===== config.mk =====
export PLATFORM = sky130hd
export DESIGN_NAME = alu_rr_scheduler
export DESIGN_NICKNAME = d
export VERILOG_FILES = /design/src/rtl/alu_rr_scheduler.sv
export SDC_FILE = /design/constraint.sdc
export NUM_CORES = 1
export LEC_CHECK = 0
export ABC_AREA = 1
export CAP_MARGIN = 30
export CELL_PAD_IN_SITES_DETAIL_PLACEMENT = 1
export CELL_PAD_IN_SITES_GLOBAL_PLACEMENT = 1
export CORE_ASPECT_RATIO = 0.9
export CORE_MARGIN = 2
export CORE_UTILIZATION = 27
export CTS_BUF_LIST = sky130_fd_sc_hd__clkbuf_8
export CTS_CLUSTER_DIAMETER = 200
export DETAILED_ROUTE_END_ITERATION = 7
export PLACE_DENSITY = 0.93
export SETUP_SLACK_MARGIN = 0.02
export SYNTH_ARGS = -nofsm -noshare
export SYNTH_HDL_FRONTEND = slang
export SYNTH_SLANG_ARGS = --single-unit

===== constraint.sdc =====
create_clock -name clk -period 2.92 [get_ports clk]
set_input_delay 0.876 -clock clk [delete_from_list [all_inputs] [get_ports clk]]
set_output_delay 0.876 -clock clk [all_outputs]
set_load 0.01 [all_outputs]

===== src/rtl/alu_rr_scheduler.sv =====
// Round-robin scheduler that shares one combinational ALU between NUM_REQ requesters.
// One operation in flight: IDLE grants, EXEC captures the ALU result, RESP holds it until taken.
module alu_rr_scheduler #(
  parameter int unsigned NUM_REQ = 4,
  parameter int unsigned DATA_W  = 4,
  localparam int unsigned ID_W   = $clog2(NUM_REQ)
) (
  input  logic                      clk,
  input  logic                      reset,
  input  logic [NUM_REQ-1:0]        req_valid,
  input  logic [NUM_REQ*DATA_W-1:0] req_a,
  input  logic [NUM_REQ*DATA_W-1:0] req_b,
  input  logic [NUM_REQ*2-1:0]      req_sel,
  output logic [NUM_REQ-1:0]        req_ready,
  output logic [DATA_W-1:0]         alu_a,
  output logic [DATA_W-1:0]         alu_b,
  output logic [1:0]                alu_select,
  input  logic [DATA_W-1:0]         alu_out,
  input  logic [4:0]                alu_flags,
  output logic                      rsp_valid,
  input  logic                      rsp_ready,
  output logic [ID_W-1:0]           rsp_id,
  output logic [DATA_W-1:0]         rsp_out,
  output logic [4:0]                rsp_flags,
  output logic                      rsp_err,
  output logic                      busy
);

  typedef enum logic [1:0] {StIdle, StExec, StResp} state_e;

  state_e state_q, state_d;

  logic [ID_W-1:0]   rr_ptr_q;
  logic [DATA_W-1:0] op_a_q, op_b_q;
  logic [1:0]        op_sel_q;
  logic [ID_W-1:0]   op_id_q;
  logic [DATA_W-1:0] rsp_out_q;
  logic [4:0]        rsp_flags_q;
  logic              rsp_err_q;

  logic              grant_valid;
  logic [ID_W-1:0]   grant_id;
  logic [ID_W-1:0]   scan_id;
  logic [ID_W-1:0]   next_ptr;
  logic              div_zero;

  // Scan from rr_ptr upward with wrap; the first valid requester wins.
  always_comb begin
    grant_valid = 1'b0;
    grant_id    = '0;
    scan_id     = '0;
    for (int unsigned k = 0; k < NUM_REQ; k++) begin
      scan_id = ID_W'((32'(rr_ptr_q) + k) % NUM_REQ);
      if (!grant_valid && req_valid[scan_id]) begin
        grant_valid = 1'b1;
        grant_id    = scan_id;
      end
    end
  end

  assign next_ptr = ID_W'((32'(grant_id) + 1) % NUM_REQ);
  assign div_zero = (op_sel_q == 2'b11) && (op_b_q == '0);

  always_ff @(posedge clk) begin
    if (reset) begin
      state_q <= StIdle;
    end else begin
      state_q <= state_d;
    end
  end

  always_comb begin
    state_d = state_q;
    unique case (state_q)
      StIdle:  if (grant_valid) state_d = StExec;
      StExec:  state_d = StResp;
      StResp:  if (rsp_ready) state_d = StIdle;
      default: state_d = StIdle;
    endcase
  end

  always_comb begin
    req_ready = '0;
    if (state_q == StIdle && grant_valid) begin
      req_ready[grant_id] = 1'b1;
    end
    rsp_valid = (state_q == StResp);
    busy      = (state_q != StIdle);
  end

  always_ff @(posedge clk) begin
    if (reset) begin
      rr_ptr_q    <= '0;
      op_a_q      <= '0;
      op_b_q      <= '0;
      op_sel_q    <= '0;
      op_id_q     <= '0;
      rsp_out_q   <= '0;
      rsp_flags_q <= '0;
      rsp_err_q   <= 1'b0;
    end else begin
      if (state_q == StIdle && grant_valid) begin
        op_a_q   <= req_a[32'(grant_id) * DATA_W +: DATA_W];
        op_b_q   <= req_b[32'(grant_id) * DATA_W +: DATA_W];
        op_sel_q <= req_sel[32'(grant_id) * 2 +: 2];
        op_id_q  <= grant_id;
        rr_ptr_q <= next_ptr;
      end
      if (state_q == StExec) begin
        // Divide by zero bypasses whatever the ALU produced.
        if (div_zero) begin
          rsp_out_q   <= '0;
          rsp_flags_q <= '0;
          rsp_err_q   <= 1'b1;
        end else begin
          rsp_out_q   <= alu_out;
          rsp_flags_q <= alu_flags;
          rsp_err_q   <= 1'b0;
        end
      end
    end
  end

  assign alu_a      = op_a_q;
  assign alu_b      = op_b_q;
  assign alu_select = op_sel_q;
  assign rsp_id     = op_id_q;
  assign rsp_out    = rsp_out_q;
  assign rsp_flags  = rsp_flags_q;
  assign rsp_err    = rsp_err_q;

endmodule


==> impl_results.md, run 1 <==
- Final worst setup slack: -97.60 ps
- Final #Nets: 458
- Met2 wire len: 4154 um
- Synth unique cells: 22
- Dpl ws: -918.1 ps
- Status: complete, but fails checks
- Flops & latches, synth: 26
- Port Buffers: 83
- Critical path class: in2out
- 1st-iter DRT viols: 39
- Clk_skew: 12.49 ps
- Total Wirelength: 7579 um
- Fin cells: 473
- Slew margin rel.: 70.09%
- Final count of pins violating max slew: 0
- Vias in the first global route: 2,415
- CP max FO: 3
- Share of cells above drive strength 1: 27.93%
- Tmin final: 3018 ps
- Buf/Inv on CP: 5
- CTS tree: built
- Worst min path class: reg2reg
- FMAX: 331.4 MHz
- Pint: 1.926 mW
- H-tree depth: 1
- CP Launch Type: primary input
- Clock network power share: 8.2%
- VDD IR-drop max: 407.1 uV
- First-pass GRT wire length: 10,710 um
- Slowest stage delay, CP: 160 ps
- Gr ovfl total: 0
- Req. time, crit path: 2040 ps
- R2R depth: 21
- Gpl congestion: 0.7686
- Vias: 2,303
- Largest net degree at the start of global routing: 21
- Power share of the combinational group: 76.1%
- Overall routing resource usage: 19.49%
- Worst path slowest cell: buf_2
- Hold buffers post-CTS: 0
- Failing checks: negative setup slack
- WL/cell: 16.02 um
- Cell count after synthesis: 286
- Sw Ratio: 46.99%
- Reg-to-reg slack, setup: 80 ps
- Die extent in y: 78.76 um
- Leak Pwr: 1.510 nW
- Finish-stage setup viols: 4
- Syn nets: 342
- Top layer reached by signal wires: met4
- P_sw: 1.707 mW
- Mean Syn Cell Area: 5.862 um2
- Num CTS Buffers: 3
- Core Util, Final: 52.12%
- Area Overhead vs Synth: 87.98%
- Largest delay share family, worst path: simple AND/OR/NAND/NOR gates
- Core area: 6047 um2
- Initial Utilization: 27.73%
- Fin crit share: 103.3%
- I/O pin count: 84
- Most used cell, CP: nand2_1
- WP depth: 14
- Area of the mapped netlist: 1677 um2
- Worst skew pair latency: 270 ps
- Power, Total: 3.634 mW
- Metal-1 WL: 2952 um
- Initial antenna violation count: 0
- WP data arrival: 2140 ps
- Register area share after synthesis: 31.04%
- Most frequent cells in the layout: clkdlybuf4s50_1 (75), nand2_1 (70), nand3_1 (40)
- Die extent in x: 87.07 um
- Yosys warnings: 0
- Most common cell after layout, fill and taps aside: clkdlybuf4s50_1
- Final Hold Vio Count: 0
- Clock transition at path regs: 80 ps
- CTS root buffer: clkbuf_8
- Crit path capture type: output pin
- Hold Crit Depth: 2
- Antenna Nets Post-Route: 0
- PD cells: 1153 nW/um2
- Number of placed instances, taps included: 445
- Clock Tree Buf Depth: 2
- # rows: 27
- Detail Placement HPWL: 4734 um
- RSZ-0062 raised after global routing: yes
- Clock sink count: 26
- Remaining routing DRC violations: 0
- Antenna cells: 0
- Sequential power share: 15.7%
- Max-cap check violation count: 0
- Tightest Pin Transition: 447.5 ps
- Die area: 6857 um2
- Routed met3 length: 366 um
- DRT Pass-1 Iters: 4
- Avg Vias per Cell: 4.869
- Crit path cell chain: buf_8, inv_6, nand2_1, nand2_1, nand2_1, nand2_2, nor2_2, nor2_2, nand2_2, nand2_4, buf_6, inv_4, nor3_4, buf_2
[sequential cells by signal, summed over array words and instances, names as in the netlist]
register,count
rsp_id,2
rr_ptr_q,2
state_q,2
rsp_flags,5
alu_select,2
alu_a,4
alu_b,4
rsp_out,4
rsp_err,1
[through the flow]
step / instance area [um2] / hold WS [ps] / TNS, ps
3_3_place_gp: 2631 / 452.0 / -3149
2_1_floorplan: 1682 / 483.9 / 0
5_1_grt: 3152 / 501.6 / -638.2
6_report: 3152 / 476.3 / -282.4
4_1_cts: 2943 / 478.9 / -133.6
3_5_place_dp: 2631 / 464.0 / -3551
[synth_stat cells]
cell type,count,area share (%)
buf_4,1,0.45
nand2_1,90,20
clkinv_1,1,0.22
a211oi_1,1,0.45
nor3_1,1,0.30
buf_1,1,0.22
dfxtp_1,26,31
buf_2,4,1.2
buf_6,6,4.0
nand3b_1,1,0.45
nor2_4,1,0.67
o21ai_1,3,0.90
clkbuf_1,2,0.45
nand3_1,47,14
nor2_2,1,0.37
inv_1,35,7.8
a21oi_1,13,3.9
nand2_2,6,2.2
nor2_1,31,6.9
inv_2,5,1.1
o21ai_0,9,2.7
nor4_1,1,0.37
[worst min-delay path, cell delays in order (launching register included)]
cell,delay (ps)
dfxtp_1,310
nand2_1,60
a21oi_1,60
[per-layer routing]
| layer | GRT usage [%] | vias to the layer above |
|---|---|---|
| li1 | - | 1118 |
| met1 | 20.52 | 1102 |
| met2 | 39.31 | 73 |
| met3 | 4.574 | 10 |
| met4 | 2.500 | 0 |
| met5 | 0 | - |
[timing repair]
item / CTS / global route
buffers inserted: 23 / 4
gates resized for setup: 64 / 57
setup endpoints to repair: 4 / 15
pin swaps: 14 / 27
[cell families after synthesis]
family	count (synthesis)	synth area share (%)
flops	26	31.04
compound gates	26	7.910
simple gates	179	45.52
buf+inv	55	15.52
[cell type report]
class | count | area (um2)
fill | 763 | 2895
timing repair buffer | 125 | 1181
multi-input combinational | 205 | 1110
sequential | 26 | 525.5
inverter | 41 | 173.9
tap | 72 | 90.09
clock buffer | 3 | 41.29
clock inverter | 1 | 30.03
[power groups by stage]
stage	registers, mW	clock network [mW]	logic (mW)
6_report	0.570	0.299	2.76
5_1_grt	0.583	0.318	3.00
3_3_place_gp	0.549	0	1.88
4_1_cts	0.551	0.305	2.38
3_5_place_dp	0.555	0	1.95
2_1_floorplan	0.581	0	1.21
[final timing paths]
kind | start | end
hold / removal | rsp_out[1] | rsp_out[1]
hold reg to reg | rsp_out[1] | rsp_out[1]
setup reg to reg | rr_ptr_q[0] | rr_ptr_q[1]
setup / recovery | req_valid[3] | req_ready[0]
(Power assumes the default switching activity.)
==> inputs of run 2 (changes only) <==
--- a/config.mk
+++ b/config.mk
@@ -15,7 +15,7 @@
 export CTS_BUF_LIST = sky130_fd_sc_hd__clkbuf_8
 export CTS_CLUSTER_DIAMETER = 200
 export DETAILED_ROUTE_END_ITERATION = 7
-export PLACE_DENSITY = 0.93
+export PLACE_DENSITY_LB_ADDON = 0.1
 export SETUP_SLACK_MARGIN = 0.02
 export SYNTH_ARGS = -nofsm -noshare
 export SYNTH_HDL_FRONTEND = slang
==> constraint.sdc (replaced) <==
create_clock -name clk -period 3.17 [get_ports clk]
set_input_delay 0.951 -clock clk [delete_from_list [all_inputs] [get_ports clk]]
set_output_delay 0.951 -clock clk [all_outputs]
set_load 0.01 [all_outputs]
==> run 2 against run 1 <==
The run still ends with negative setup slack left. Combinational power decreased by 8.3%. Global-route usage is 0.81 points lower. Worst setup slack better by 42 ps. Critical endpoint unchanged. Largest cell class unchanged. Largest power group unchanged.
==> impl_results.md, run 2 (synthesis gave the netlist of run 1 again) <==
- Status: complete, but fails checks (unchanged)
- Failing checks: negative setup slack (unchanged)
- H-tree depth: 1 (unchanged)
- Fin crit share: 101.8%
- Most common cell after layout, fill and taps aside: clkdlybuf4s50_1 (unchanged)
- Met3 Use GR: 4.782% (was 4.574%)
- Initial antenna violation count: 0 (unchanged)
- Overall routing resource usage: 18.68% (was 19.49%)
- Clk_skew: 1.775 ps (was 12.49 ps)
- Crit path cell chain: buf_8, inv_6, nand2_2, nand2_1, nand2_1, nand2_2, nor2_1, nor2_1, nand2_2, nand2_4, buf_6, inv_4, nor3_4, buf_2 (was buf_8, inv_6, nand2_1, nand2_1, nand2_1, nand2_2, nor2_2, nor2_2, nand2_2, nand2_4, buf_6, inv_4, nor3_4, buf_2)
- Port Buffers: 83 (unchanged)
- Num CTS Buffers: 3 (unchanged)
- Antenna Nets Post-Route: 0 (unchanged)
- Critical path class: in2out (unchanged)
- Share of cells above drive strength 1: 27.41% (was 27.93%)
- Hold buffers post-CTS: 0 (unchanged)
- WL/cell: 14.05 um (was 16.02 um)
- RSZ-0062 raised after global routing: yes (unchanged)
- Worst skew pair latency: 260 ps (was 270 ps)
- Final worst setup slack: -55.63 ps (was -97.60 ps)
- Gpl congestion: 0.7420 (was 0.7686)
- Most used cell, CP: nand2_2 (was nand2_1)
- Core Util, Final: 51.27% (was 52.12%)
- Final instance area: 3100 um2 (was 3152 um2)
- I/O pin count: 84 (unchanged)
- CTS tree: built (unchanged)
- Pint: 1.721 mW (was 1.926 mW)
- Grt met1 use: 21.58% (was 20.52%)
- Req. time, crit path: 2220 ps (was 2040 ps)
- Max-cap check violation count: 0 (unchanged)
- Finish-stage setup viols: 2 (was 4)
- Largest net degree at the start of global routing: 21 (unchanged)
- # fillers: 783 (was 763)
- Vias: 2,249 (was 2,303)
- Leak Pwr: 1.488 nW (was 1.510 nW)
- CTS root buffer: clkbuf_8 (unchanged)
- Final count of pins violating max slew: 0 (unchanged)
- Gr ovfl total: 0 (unchanged)
- Clock network power share: 5.6% (was 8.2%)
- Met2 usage: 34.58% (was 39.31%)
- P_sw: 1.494 mW (was 1.707 mW)
- CP Launch Type: primary input (unchanged)
- Antenna cells: 0 (unchanged)
- Area Overhead vs Synth: 84.93% (was 87.98%)
- Fin cells: 477 (was 473)
- Die extent in x: 87.07 um (unchanged)
- Clock transition at path regs: 80 ps (about the same)
- Final #Nets: 463 (was 458)
- WP data arrival: 2270 ps (was 2140 ps)
- Crit path capture type: output pin (unchanged)
- DP Area: 2631 um2 (unchanged)
- Die area: 6857 um2 (unchanged)
- Total Wirelength: 6702 um (was 7579 um)
- Max FFs per register: 5 (unchanged)
- Power share of the combinational group: 78.8% (was 76.1%)
- Number of placed instances, taps included: 444 (was 445)
- 1st-iter DRT viols: 51 (was 39)
- First-pass GRT wire length: 10,340 um (was 10,710 um)
- Tmin final: 3226 ps
- Avg Vias per Cell: 4.715 (was 4.869)
- Detail Placement HPWL: 4309 um (was 4734 um)
- DRT Pass-1 Iters: 4 (unchanged)
- Sequential power share: 15.6% (was 15.7%)
- CP max FO: 3 (unchanged)
- Gr busiest metal: met2 (unchanged)
- Clock sink count: 26 (unchanged)
- Die extent in y: 78.76 um (unchanged)
- Slew margin rel.: 78.45% (was 70.09%)
- Worst path slowest cell: nor2_1 (was buf_2)
- Final Hold Vio Count: 0 (unchanged)
- Tightest Pin Transition: 322.8 ps (was 447.5 ps)
- FMAX: 310.0 MHz
- Vias in the first global route: 2,246 (was 2,415)
- # rows: 27 (unchanged)
- Slowest stage delay, CP: 180 ps (was 160 ps)
- Initial Utilization: 27.73% (unchanged)
- Most frequent cells in the layout: clkdlybuf4s50_1 (75), nand2_1 (70), buf_4 (43) (was clkdlybuf4s50_1 (75), nand2_1 (70), nand3_1 (40))
- Remaining routing DRC violations: 0 (unchanged)
- Sw Ratio: 46.48% (was 46.99%)
- Clock Tree Buf Depth: 2 (unchanged)
- Worst min path class: reg2reg (unchanged)
- Core area: 6047 um2 (unchanged)
- PD cells: 1037 nW/um2 (was 1153 nW/um2)
- VDD IR-drop max: 316.6 uV (was 407.1 uV)
[run 2: per-stage QoR]
stage | hold slack [ps] | setup TNS [ps] | power (mW) | worst slack (ps)
finish | 469.5 | -58.96 | 3.215 | -55.63
global route | 487.0 | -305.0 | 3.510 | -119.6
CTS | 470.8 | 0 | 2.876 | 31.98
detailed placement | 457.4 | -3020 | 2.294 | -815.4
global placement | 451.6 | -2854 | 2.268 | -762.5
floorplan | 483.9 | 0 | 1.646 | 110.8
[run 2: timing repair]
action | CTS | global route
endpoints found under the hold margin | 0 | 0
setup buffers | 27 | 6
pin swaps | 19 | 24
endpoints found under the setup margin | 4 | 15
resized for setup | 55 | 47
[run 2: final cells by class]
| class | instances | area (um2) | area share [%] |
|---|---|---|---|
| clock buffers | 3 | 41.29 | 1.332 |
| inverters | 41 | 171.4 | 5.529 |
| multi-input cells | 205 | 1059 | 34.14 |
| flip-flops and latches | 26 | 520.5 | 16.79 |
| well taps | 72 | 90.09 | 2.906 |
| repair buffers | 130 | 1219 | 39.31 |
[run 2: worst paths after layout]
check / from / endpoint / slack, ps / depth (start not counted)
worst min register to register: rsp_flags[3] / rsp_flags[3] / 470 / 2
worst max-delay path: req_valid[3] / req_ready[0] / -60 / 14
worst max register to register: rr_ptr_q[0] / rr_ptr_q[1] / 300 / 23
worst min-delay path: rsp_flags[3] / rsp_flags[3] / 470 / 2
[run 2: power by group through the flow]
stage | Combinational [mW] | Clock, mW | Sequential (mW)
6_report | 2.53 | 0.180 | 0.501
5_1_grt | 2.79 | 0.202 | 0.516
4_1_cts | 2.19 | 0.188 | 0.502
3_5_place_dp | 1.79 | 0 | 0.507
3_3_place_gp | 1.76 | 0 | 0.505
2_1_floorplan | 1.11 | 0 | 0.535
[run 2: worst max-delay path, delay by kind of cell]
family	cells	cell delay, ps
and+or+nand+nor	9	870
buffers and inverters	5	440
[run 2: per-layer routing]
metal  vias up  wire [um]
li1       1125          -
met1      1044       2601
met2        66       3592
met3        14        350
met4         0        157
met5         -          0
==> inputs of run 3 (changes only) <==
--- a/config.mk
+++ b/config.mk
@@ -6,7 +6,6 @@
 export NUM_CORES = 1
 export LEC_CHECK = 0
 export ABC_AREA = 1
-export CAP_MARGIN = 30
 export CELL_PAD_IN_SITES_DETAIL_PLACEMENT = 1
 export CELL_PAD_IN_SITES_GLOBAL_PLACEMENT = 1
 export CORE_ASPECT_RATIO = 0.9
==> results of run 3 <==
The final DEF is identical to that of run 2; final timing and power are the same.
